<file path="src/rtl/bus_cycle_ctrl.sv">
// 8088 local-bus controller: latches the multiplexed address on ALE, decodes it into
// one-hot chip selects, and stretches READY by a per-region wait-state count.
module bus_cycle_ctrl #(
  parameter int ADDR_W = 20,
  parameter int NUM_CS = 4,
  parameter int WAIT_W = 4,
  parameter logic [NUM_CS*ADDR_W-1:0] CS_BASE = '0,
  parameter logic [NUM_CS*ADDR_W-1:0] CS_MASK = '0,
  parameter logic [NUM_CS-1:0]        CS_IO   = '0,
  parameter logic [NUM_CS*WAIT_W-1:0] CS_WAIT = '0
) (
  input  logic              CLK,
  input  logic              RESET,
  input  logic              ALE,
  input  logic [ADDR_W-1:0] ADDR_IN,
  input  logic              IOM,
  input  logic              RD,
  input  logic              WR,
  output logic [ADDR_W-1:0] Address,
  output logic [NUM_CS-1:0] CS,
  output logic              READY,
  output logic              DEC_ERR,
  output logic              PROT_ERR,
  output logic              BUSY,
  output logic [1:0]        fsm_state
);

  localparam logic [1:0] S_IDLE   = 2'd0;
  localparam logic [1:0] S_ADDR   = 2'd1;
  localparam logic [1:0] S_WAIT   = 2'd2;
  localparam logic [1:0] S_ACTIVE = 2'd3;

  logic [1:0]        state, nxt_state;
  logic [WAIT_W-1:0] cnt, nxt_cnt;
  logic [NUM_CS-1:0] nxt_cs;
  logic              nxt_ready, nxt_dec, nxt_prot;

  logic [NUM_CS-1:0] hit_vec;
  logic              hit_any;
  logic [WAIT_W-1:0] hit_wait;

  logic strobe_one, strobe_both, strobe_none;

  assign strobe_one  = RD ^ WR;
  assign strobe_both = ~RD & ~WR;
  assign strobe_none = RD & WR;
  assign fsm_state   = state;

  // Scan from the top down so the lowest-indexed matching region is the one kept.
  always_comb begin
    hit_vec  = '0;
    hit_any  = 1'b0;
    hit_wait = '0;
    for (int i = NUM_CS - 1; i >= 0; i--) begin
      if (((Address & CS_MASK[i*ADDR_W +: ADDR_W]) ==
           (CS_BASE[i*ADDR_W +: ADDR_W] & CS_MASK[i*ADDR_W +: ADDR_W])) &&
          (IOM == CS_IO[i])) begin
        hit_vec    = '0;
        hit_vec[i] = 1'b1;
        hit_any    = 1'b1;
        hit_wait   = CS_WAIT[i*WAIT_W +: WAIT_W];
      end
    end
  end

  always_comb begin
    nxt_state = state;
    nxt_cs    = CS;
    nxt_ready = READY;
    nxt_cnt   = cnt;
    nxt_dec   = 1'b0;
    nxt_prot  = 1'b0;
    case (state)
      S_IDLE: begin
        if (ALE) nxt_state = S_ADDR;
        else if (!strobe_none) nxt_prot = 1'b1;
      end
      S_ADDR: begin
        // A second ALE before any strobe simply restarts the cycle on the new address.
        if (!ALE) begin
          if (strobe_both) begin
            nxt_prot  = 1'b1;
            nxt_cs    = '0;
            nxt_state = S_IDLE;
          end else if (strobe_one) begin
            if (hit_any) begin
              nxt_cs  = hit_vec;
              nxt_cnt = hit_wait;
              if (hit_wait == '0) begin
                nxt_ready = 1'b1;
                nxt_state = S_ACTIVE;
              end else begin
                nxt_ready = 1'b0;
                nxt_state = S_WAIT;
              end
            end else begin
              nxt_dec   = 1'b1;
              nxt_cs    = '0;
              nxt_ready = 1'b1;
              nxt_state = S_ACTIVE;
            end
          end
        end
      end
      S_WAIT: begin
        if (strobe_none) begin
          nxt_cs    = '0;
          nxt_ready = 1'b1;
          nxt_cnt   = '0;
          nxt_state = S_IDLE;
        end else begin
          nxt_cnt = cnt - 1'b1;
          if (cnt == 1) begin
            nxt_ready = 1'b1;
            nxt_state = S_ACTIVE;
          end else begin
            nxt_ready = 1'b0;
          end
        end
      end
      default: begin
        if (strobe_none) begin
          nxt_cs    = '0;
          nxt_ready = 1'b1;
          nxt_state = ALE ? S_ADDR : S_IDLE;
        end
      end
    endcase
  end

  always_ff @(posedge CLK or posedge RESET) begin
    if (RESET) begin
      state    <= S_IDLE;
      cnt      <= '0;
      CS       <= '0;
      READY    <= 1'b1;
      DEC_ERR  <= 1'b0;
      PROT_ERR <= 1'b0;
      BUSY     <= 1'b0;
    end else begin
      state    <= nxt_state;
      cnt      <= nxt_cnt;
      CS       <= nxt_cs;
      READY    <= nxt_ready;
      DEC_ERR  <= nxt_dec;
      PROT_ERR <= nxt_prot;
      BUSY     <= (nxt_state != S_IDLE);
    end
  end

  always_ff @(posedge CLK or posedge RESET) begin
    if (RESET) Address <= '0;
    else if (ALE) Address <= ADDR_IN;
  end

endmodule

</file>
<file path="config.mk">
export PLATFORM = sky130hd
export DESIGN_NAME = bus_cycle_ctrl
export DESIGN_NICKNAME = d
export VERILOG_FILES = /design/src/rtl/bus_cycle_ctrl.sv
export SDC_FILE = /design/constraint.sdc
export NUM_CORES = 1
export LEC_CHECK = 0
export CORE_MARGIN = 1
export CORE_UTILIZATION = 38
export DETAILED_ROUTE_END_ITERATION = 10
export PLACE_DENSITY = 0.75
export RECOVER_POWER = 25
export SETUP_SLACK_MARGIN = 0.15
export SKIP_CTS_REPAIR_TIMING = 1
export SYNTH_ARGS = -nofsm -noshare
export SYNTH_HDL_FRONTEND = slang
export SYNTH_SLANG_ARGS = --single-unit
</file>
<file path="constraint.sdc">
create_clock -name CLK -period 1.83 [get_ports CLK]
set_clock_uncertainty 0.1 [all_clocks]
set_input_delay 0.4575 -clock CLK [delete_from_list [all_inputs] [get_ports CLK]]
set_output_delay 0.4575 -clock CLK [all_outputs]
set_load 0.02 [all_outputs]
</file>
==> impl_metrics.env, run 1 <==
export IMPL_p_clk_share_pct=19.3
export IMPL_synthToLayoutAreaGrowth_pct=55.83
export IMPL_cts_root_buf="clkbuf_4"
export IMPL_die_w_um=62.38
export IMPL_detail_route_vias_per_cell=4.694
export IMPL_core_um2=3416
export IMPL_cap_violations=0
export IMPL_place_ws_ns=-0.7377
export IMPL_fp_dieArea_um2=3891
export IMPL_first_pass_iters=4
export IMPL_powerDensity_nw_per_um2=995.1
export IMPL_clock_fmax_mhz=563.6
export IMPL_crit_type="input port to flop"
export IMPL_antenna_found_initial=0
export IMPL_cts_path_max_buffers=2
export IMPL_drt_iter0_markers=20
export IMPL_stdcell_area_um2=2158
export IMPL_drc=0
export IMPL_p_sw_share_pct=33.16
export IMPL_numClockSinks=31
export IMPL_path_clk_slew_ns=0.09
export IMPL_drv_slew=0
export IMPL_grt_pass1_wl_mm=5.050
export IMPL_p_int_mw=1.435
export IMPL_synth_seq_area_share_pct=56.10
export IMPL_grt_pass1_vias=1094
export IMPL_power_switching_mw=0.7122
export IMPL_power_leakage_nw=1.189
export IMPL_avgRoutedWirePerCell_um=13.94
export IMPL_netlist_area_um2=1385
export IMPL_dp_hpwl_mm=2.189
export IMPL_tns_ns=0
export IMPL_hold_viol_final=0
export IMPL_yosysWarnings=0
export IMPL_ios=56
export IMPL_ir_drop_uv=528.3
export IMPL_globalRoute_busiestLayer="met2"
export IMPL_drive_gt1_share_pct=30.64
export IMPL_worstPathRequired_ns=1.95
export IMPL_holdCritPathClass="input port to flop"
export IMPL_whs_ns=0.2871
export IMPL_gr_usage_met1_pct=19.12
export IMPL_dpl_instance_area_um2=2049
export IMPL_grt_total_usage_pct=17.40
export IMPL_synth_seq_cells=31
export IMPL_totalWireLength_mm=3.052
export IMPL_die_h_um=62.38
export IMPL_p_seq_share_pct=41.7
export IMPL_final_common_cell="dfrtp_1"
export IMPL_htreeDepth=2
export IMPL_n_antenna_cell=0
export IMPL_timing_final_crit_share_pct=96.96
export IMPL_fin_crit_ns=1.774
export IMPL_vias=1028
export IMPL_syn_inst=105
export IMPL_grt_max_degree=32
export IMPL_globalRouteOverflowTotal=0
export IMPL_cp_arrival_ns=1.90
export IMPL_critPathLaunchType="input port"
export IMPL_clk_latency_ns=0.34
export IMPL_syn_avg_cell_area_um2=13.19
export IMPL_worstMarginPinSlew_ns=0.7530
export IMPL_finalSetupViolCount=0
export IMPL_postRouteAntennaNets=0
export IMPL_cts_tree="built"
export IMPL_post_route_worst_setup_slack_ns=0.05571
export IMPL_mostFrequentLayoutCells="dfrtp_1, dlymetal6s2s_1, clkdlybuf4s50_1, mux2_2, buf_4"
export IMPL_fillers=277
export IMPL_yosysUniqueCellTypes=30
export IMPL_cp_end_kind="flop"
export IMPL_use_met3_pct=6.204
export IMPL_io_buffers=52
export IMPL_initial_core_util_pct=40.55
export IMPL_status="complete, no violations"
export IMPL_cp_max_fo=4
export IMPL_use_met2_pct=28.85
export IMPL_final_nets=203
export IMPL_cts_made_buffers=5
export IMPL_combinationalPowerShare_pct=38.9
export IMPL_rows=21
export IMPL_power_mw=2.148
export IMPL_rsz0062_at_grt="yes"
export IMPL_gp_congestion=0.9233
export IMPL_relSlewSlack_pct=49.80
-- cells in the mapped netlist --
cell type,instances,share of area (%)
dfrtp_1,30,54
and3b_1,2,1.3
mux2_1,1,0.81
or2b_1,1,0.54
a22o_1,2,1.3
a211o_1,1,0.63
o21ai_0,1,0.36
or4_1,1,0.54
a22oi_1,1,0.54
clkbuf_1,2,0.54
nor3_1,2,0.72
ha_1,5,4.5
mux2_2,20,16
a21oi_1,2,0.72
nand2_1,2,0.54
conb_1,1,0.27
o31ai_1,1,0.54
inv_1,10,2.7
mux2i_1,1,0.72
nor3b_1,2,1.1
nand2b_1,2,0.90
a222oi_1,1,0.72
dfstp_2,1,1.9
nor2_1,5,1.4
o32a_4,1,1.6
o221ai_1,1,0.63
xor2_1,1,0.63
buf_6,1,0.81
buf_4,3,1.6
or4b_4,1,0.99
-- state kept, by name (all words and copies together) (netlist names) --
signal and cells:
Address 20, BUSY 1, CS 1, DEC_ERR 1
PROT_ERR 1, READY 1, cnt 4, fsm_state 2
-- cells by family (layout without fill, tap and decap cells) --
logic type	Yosys count	count (layout)	synth area share, %
DFF	31	31	56.10
muxes	22	22	17.80
and+or+nand+nor	18	18	7.950
buffers and inverters	16	82	5.691
AOI/OAI and AO/OA	11	11	7.047
adders and majority gates	5	5	4.517
other	1	3	0.2707
xor gates and xnor gates	1	1	0.6325
-- power by group through the flow --
stage	registers, mW	clock network [mW]	logic [mW]
floorplan	1.03	0	0.365
global placement	0.907	0	0.829
detailed placement	0.913	0	0.853
CTS	0.902	0.439	0.855
global route	0.912	0.464	0.908
finish	0.896	0.415	0.836
-- area by class of cell --
type / instances / area (um^2) / share of cell area, %
flip-flops and latches: 31 / 778.2 / 36.06
repair buffers: 64 / 664.4 / 30.78
multi-input cells: 60 / 558.0 / 25.86
well taps: 46 / 57.56 / 2.667
clock buffers: 7 / 55.05 / 2.551
inverters: 10 / 40.04 / 1.855
clock inverters: 1 / 5.005 / 0.2319
-- worst max-delay path, cell delays in order --
cell,delay (ns)
buf_2,0.11
inv_4,0.04
ha_4,0.15
or4b_4,0.54
o32a_4,0.34
mux2_4,0.27
-- stage by stage --
| stage | util [%] | std cells |
|---|---|---|
| floorplan | - | 107 |
| global placement | 60.00 | 210 |
| detailed placement | 60.00 | 210 |
| CTS | 61.76 | 218 |
| global route | 63.19 | 219 |
| finish | 63.19 | 219 |
-- path summary, 6_finish.rpt --
check | cells past startpoint | startpoint | endpoint | slack, ns
max | 6 | WR | cnt[0] | 0.06
min | 3 | IOM | DEC_ERR | 0.29
max reg2reg | 3 | fsm_state[1] | cnt[0] | 0.07
min reg2reg | 1 | Address[5] | Address[5] | 0.41
max in group asynchronous | 3 | RESET | fsm_state[1] | 0.43
min in group asynchronous | 3 | RESET | Address[8] | 0.68
-- per-layer routing --
layer	up-vias	routed length [um]
met5	-	0
met1	487	1246
met3	7	193
met4	0	57
li1	491	-
met2	43	1555
No activity file was read; power rests on OpenSTA's default activity.
==> run 2: changes to the inputs <==
--- a/config.mk
+++ b/config.mk
@@ -8,7 +8,8 @@
 export CORE_MARGIN = 1
 export CORE_UTILIZATION = 38
 export DETAILED_ROUTE_END_ITERATION = 10
-export PLACE_DENSITY = 0.75
+export GPL_TIMING_DRIVEN = 0
+export PLACE_DENSITY = 0.78
 export RECOVER_POWER = 25
 export SETUP_SLACK_MARGIN = 0.15
 export SKIP_CTS_REPAIR_TIMING = 1
==> run 2 against run 1 <==
The run now ends with setup timing left; total power is 9.1% higher; maximum frequency down 5.9%; flip-flop and latch count stayed put; design area increased by 2.5%; global-route usage decreased by 0.90 points; sequential power rose by 2.5%; die area stayed put; non-clock buffer count rose by 2; critical endpoint unchanged.
==> impl_metrics.env, run 2 (synthesis results as in run 1) <==
export IMPL_powerDensity_nw_per_um2=1059
export IMPL_whs_ns=0.2785
export IMPL_cts_root_buf="clkbuf_4"
export IMPL_globalRoute_busiestLayer="met2"
export IMPL_dpl_instance_area_um2=1996
export IMPL_synthToLayoutAreaGrowth_pct=59.71
export IMPL_largest_register_ffs=20
export IMPL_clk_latency_ns=0.33
export IMPL_rows=21
export IMPL_cp_max_fo=4
export IMPL_grt_total_usage_pct=16.50
export IMPL_holdCritPathClass="input port to flop"
export IMPL_fin_crit_ns=1.885
export IMPL_first_pass_iters=5
export IMPL_drc=0
export IMPL_r2r_end="cnt[0]"
export IMPL_totalWireLength_mm=2.962
export IMPL_use_met2_pct=28.57
export IMPL_worstMarginPinSlew_ns=0.6433
export IMPL_timing_final_crit_share_pct=103.0
export IMPL_reg2reg_slack_ns=-0.06
export IMPL_drt_iter0_markers=30
export IMPL_htreeDepth=2
export IMPL_worstPathRequired_ns=1.95
export IMPL_relSlewSlack_pct=57.02
export IMPL_die_w_um=62.38
export IMPL_gp_congestion=0.8502
export IMPL_path_clk_slew_ns=0.10
export IMPL_violations="setup timing"
export IMPL_whs_endpoint="DEC_ERR"
export IMPL_finalSetupViolCount=4
export IMPL_numClockSinks=31
export IMPL_hold_depth=3
export IMPL_vias=1050
export IMPL_largest_register="Address"
export IMPL_status="finished, violations left"
export IMPL_antenna_found_initial=0
export IMPL_die_h_um=62.38
export IMPL_power_leakage_nw=1.224
export IMPL_cts_path_max_buffers=2
export IMPL_cp_end_kind="flop"
export IMPL_cap_violations=0
export IMPL_gr_usage_met1_pct=17.82
export IMPL_cts_made_buffers=5
export IMPL_stdcell_area_um2=2212
export IMPL_cts_tree="built"
export IMPL_cp_arrival_ns=2.00
export IMPL_initial_core_util_pct=40.55
export IMPL_grt_max_degree=32
export IMPL_clock_fmax_mhz=530.4
export IMPL_place_ws_ns=-0.8133
export IMPL_utilization_pct=64.76
export IMPL_core_um2=3416
export IMPL_drive_gt1_share_pct=32.00
export IMPL_final_common_cell="dfrtp_1"
export IMPL_critPathLaunchType="flop"
export IMPL_avgRoutedWirePerCell_um=13.40
export IMPL_fp_dieArea_um2=3891
export IMPL_ios=56
export IMPL_mostFrequentLayoutCells="dfrtp_1, dlymetal6s2s_1, clkdlybuf4s50_1, mux2_2, buf_4"
export IMPL_dp_cells=205
export IMPL_tns_ns=-0.1054
export IMPL_r2r_cells=4
export IMPL_min_delay_start="IOM"
export IMPL_grt_pass1_vias=1049
export IMPL_ir_drop_uv=497.6
export IMPL_final_nets=205
export IMPL_detail_route_vias_per_cell=4.751
export IMPL_drv_slew=0
export IMPL_rr_startpoint="fsm_state[1]"
export IMPL_power_mw=2.344
export IMPL_post_route_worst_setup_slack_ns=-0.05540
export IMPL_hold_viol_final=0
export IMPL_rsz0062_at_grt="yes"
export IMPL_dp_hpwl_mm=2.085
export IMPL_use_met3_pct=6.022
export IMPL_io_buffers=52
export IMPL_globalRouteOverflowTotal=0
export IMPL_instances_no_fill=221
export IMPL_n_antenna_cell=0
export IMPL_crit_type="flop to flop"
export IMPL_postRouteAntennaNets=0
export IMPL_grt_pass1_wl_mm=4.843
-- run 2: worst max-delay path by stage --
stage	startpoint	to	slack (ns)	cells past startpoint
after floorplan	fsm_state[1]	cnt[0]	-0.16	4
after global placement	WR	cnt[0]	-0.77	6
after detailed placement	WR	cnt[0]	-0.81	6
after CTS	WR	cnt[0]	-0.44	6
after global routing	fsm_state[1]	cnt[0]	-0.09	4
final	fsm_state[1]	cnt[0]	-0.06	4
-- run 2: cell type report --
cell class / count / area [um^2]
Fill cell: 253 / 1204
Sequential cell: 31 / 779.5
Timing Repair Buffer: 60 / 636.9
Multi-Input combinational cell: 60 / 564.3
Tap cell: 46 / 57.56
Clock buffer: 6 / 51.30
Buffer: 6 / 43.79
Inverter: 10 / 43.79
Clock inverter: 2 / 35.03
-- run 2: critical path, cell delays in order, from the launching register on --
cell and delay (ns):
dfrtp_2 0.41, buf_6 0.12, or4b_4 0.49, o32a_4 0.39, mux2_4 0.27
-- run 2: per-layer routing --
metal	routed length, um	share of wire, %
met5	0	0
met4	59	2.0
met3	166	5.6
met2	1529	52
met1	1207	41
-- run 2: power by group --
| group | internal [mW] | switching (mW) |
|---|---|---|
| sequential | 0.820 | 0.0986 |
| combinational | 0.473 | 0.394 |
| clock | 0.323 | 0.236 |
| total | 1.61 | 0.729 |
==> run 3: changes to the inputs <==
--- a/config.mk
+++ b/config.mk
@@ -7,12 +7,12 @@
 export LEC_CHECK = 0
 export CORE_MARGIN = 1
 export CORE_UTILIZATION = 38
+export CTS_CLUSTER_SIZE = 30
 export DETAILED_ROUTE_END_ITERATION = 10
 export GPL_TIMING_DRIVEN = 0
 export PLACE_DENSITY = 0.78
 export RECOVER_POWER = 25
 export SETUP_SLACK_MARGIN = 0.15
-export SKIP_CTS_REPAIR_TIMING = 1
 export SYNTH_ARGS = -nofsm -noshare
 export SYNTH_HDL_FRONTEND = slang
 export SYNTH_SLANG_ARGS = --single-unit
==> run 3 against run 2 <==
Critical endpoint unchanged; worst hold slack better by 0.11 ns; sequential share of layout area up 2.1 points; critical path depth unchanged; highest routed layer unchanged; the flow still finishes with violations (setup timing).
==> impl_metrics.env, run 3 (synthesis results as in run 1) <==
export IMPL_status="finished, violations left"
export IMPL_violations="setup timing"
export IMPL_first_pass_iters=5
export IMPL_drive_gt1_share_pct=31.40
export IMPL_n_antenna_cell=0
export IMPL_cap_violations=0
export IMPL_grt_total_usage_pct=16.61
export IMPL_core_um2=3416
export IMPL_tns_ns=-0.1117
export IMPL_rsz0062_at_grt="yes"
export IMPL_htreeDepth=2
export IMPL_clk_latency_ns=0.33
export IMPL_fin_crit_ns=1.881
export IMPL_die_w_um=62.38
export IMPL_final_nets=202
export IMPL_relSlewSlack_pct=57.18
export IMPL_cts_root_buf="clkbuf_4"
export IMPL_fp_dieArea_um2=3891
export IMPL_grt_pass1_vias=1055
export IMPL_crit_type="flop to flop"
export IMPL_rows=21
export IMPL_critPathLaunchType="flop"
export IMPL_rr_startpoint="fsm_state[1]"
export IMPL_vias=1029
export IMPL_clock_fmax_mhz=531.8
export IMPL_cts_path_max_buffers=2
export IMPL_hold_depth=3
export IMPL_totalWireLength_mm=2.824
export IMPL_combinationalPowerShare_pct=35.7
export IMPL_avgRoutedWirePerCell_um=12.95
export IMPL_min_delay_start="IOM"
export IMPL_ios=56
export IMPL_hold_viol_final=0
export IMPL_drc=0
export IMPL_dp_hpwl_mm=2.085
export IMPL_cp_end_kind="flop"
export IMPL_grt_pass1_wl_mm=4.892
export IMPL_grt_max_degree=32
export IMPL_largest_register_ffs=20
export IMPL_antenna_found_initial=0
export IMPL_whs_ns=0.3861
export IMPL_p_sw_share_pct=31.56
export IMPL_gp_congestion=0.8502
export IMPL_p_seq_share_pct=40.0
export IMPL_powerDensity_nw_per_um2=1090
export IMPL_power_leakage_nw=0.9837
export IMPL_die_h_um=62.38
export IMPL_mostFrequentLayoutCells="dfrtp_1, dlygate4sd2_1, clkdlybuf4s50_1, mux2_2, buf_4"
export IMPL_worstMarginPinSlew_ns=0.6409
export IMPL_numClockSinks=31
export IMPL_r2r_cells=4
export IMPL_path_clk_slew_ns=0.10
export IMPL_drt_iter0_markers=30
export IMPL_cp_arrival_ns=2.00
export IMPL_finalSetupViolCount=4
export IMPL_worstPathRequired_ns=1.95
export IMPL_holdCritPathClass="input port to flop"
export IMPL_stdcell_area_um2=2087
export IMPL_io_buffers=52
export IMPL_drv_slew=0
export IMPL_postRouteAntennaNets=0
export IMPL_p_clk_share_pct=24.4
export IMPL_p_int_mw=1.556
export IMPL_initial_core_util_pct=40.55
export IMPL_place_ws_ns=-0.8133
export IMPL_r2r_end="cnt[0]"
export IMPL_synthToLayoutAreaGrowth_pct=50.68
export IMPL_whs_endpoint="DEC_ERR"
export IMPL_post_route_worst_setup_slack_ns=-0.05056
export IMPL_dpl_instance_area_um2=1996
export IMPL_final_common_cell="dfrtp_1"
export IMPL_largest_register="Address"
export IMPL_timing_final_crit_share_pct=102.8
export IMPL_ir_drop_uv=523.1
export IMPL_detail_route_vias_per_cell=4.720
export IMPL_cts_tree="built"
export IMPL_power_switching_mw=0.7176
export IMPL_cp_max_fo=4
export IMPL_reg2reg_slack_ns=-0.05
export IMPL_cts_made_buffers=5
export IMPL_power_mw=2.274
export IMPL_globalRouteOverflowTotal=0
-- run 3: cell count changes in the layout (fill, tap and decap cells not counted) --
cell,previous run,this run
dlymetal6s2s_1,27,0
dlygate4sd2_1,0,26
buf_2,1,4
clkbuf_2,4,1
buf_4,10,8
buf_6,2,1
clkdlybuf4s15_2,0,1
-- run 3: timing repair --
action,4_1_cts,5_1_grt
setup buffers,2,3
hold buffers,0,0
setup endpoints to repair,56,43
resized for setup,44,3
cloned,0,0
pin swaps,4,3
-- run 3: worst max-delay path, stage by stage (launching register included) --
cell and delay (ns):
dfrtp_2 0.41, buf_6 0.12, or4b_4 0.49, o32a_4 0.39
mux2_4 0.27
-- run 3: layer usage --
metal  part of all wire, %  global-route usage, %  wire length (um)
met1                    42                  18.06              1173
met2                    50                  28.71              1419
met3                   6.1                  6.022               171
met4                   2.1                  7.849                60
met5                     0                      0                 0
-- run 3: metrics by stage --
| step | instances | util (%) |
|---|---|---|
| finish | 218 | 61.10 |
| global route | 218 | 61.10 |
| CTS | 215 | 60.15 |
| detailed placement | 205 | 58.42 |
| global placement | 205 | 58.42 |
| floorplan | 107 | - |
-- run 3: power groups by stage --
stage / sequential (mW) / clock [mW] / combinational, mW
detailed placement: 0.928 / 0 / 0.806
CTS: 0.916 / 0.580 / 0.760
global placement: 0.921 / 0 / 0.781
global route: 0.928 / 0.596 / 0.878
finish: 0.908 / 0.554 / 0.812
floorplan: 1.03 / 0 / 0.365
-- run 3: layout make-up --
cell class | count | area, um^2
Clock inverter | 2 | 35.03
Inverter | 10 | 43.79
Timing Repair Buffer | 57 | 511.7
Fill cell | 278 | 1329
Sequential cell | 31 | 779.5
Buffer | 6 | 43.79
Tap cell | 46 | 57.56
Clock buffer | 6 | 51.30
Multi-Input combinational cell | 60 | 564.3
-- run 3: how the worst max path moves through the flow --
stage | startpoint | end | cells past startpoint
3_5_place_dp | WR | cnt[0] | 6
2_1_floorplan | fsm_state[1] | cnt[0] | 4
6_report | fsm_state[1] | cnt[0] | 4
5_1_grt | fsm_state[1] | cnt[0] | 4
4_1_cts | fsm_state[1] | cnt[0] | 4
3_3_place_gp | WR | cnt[0] | 6
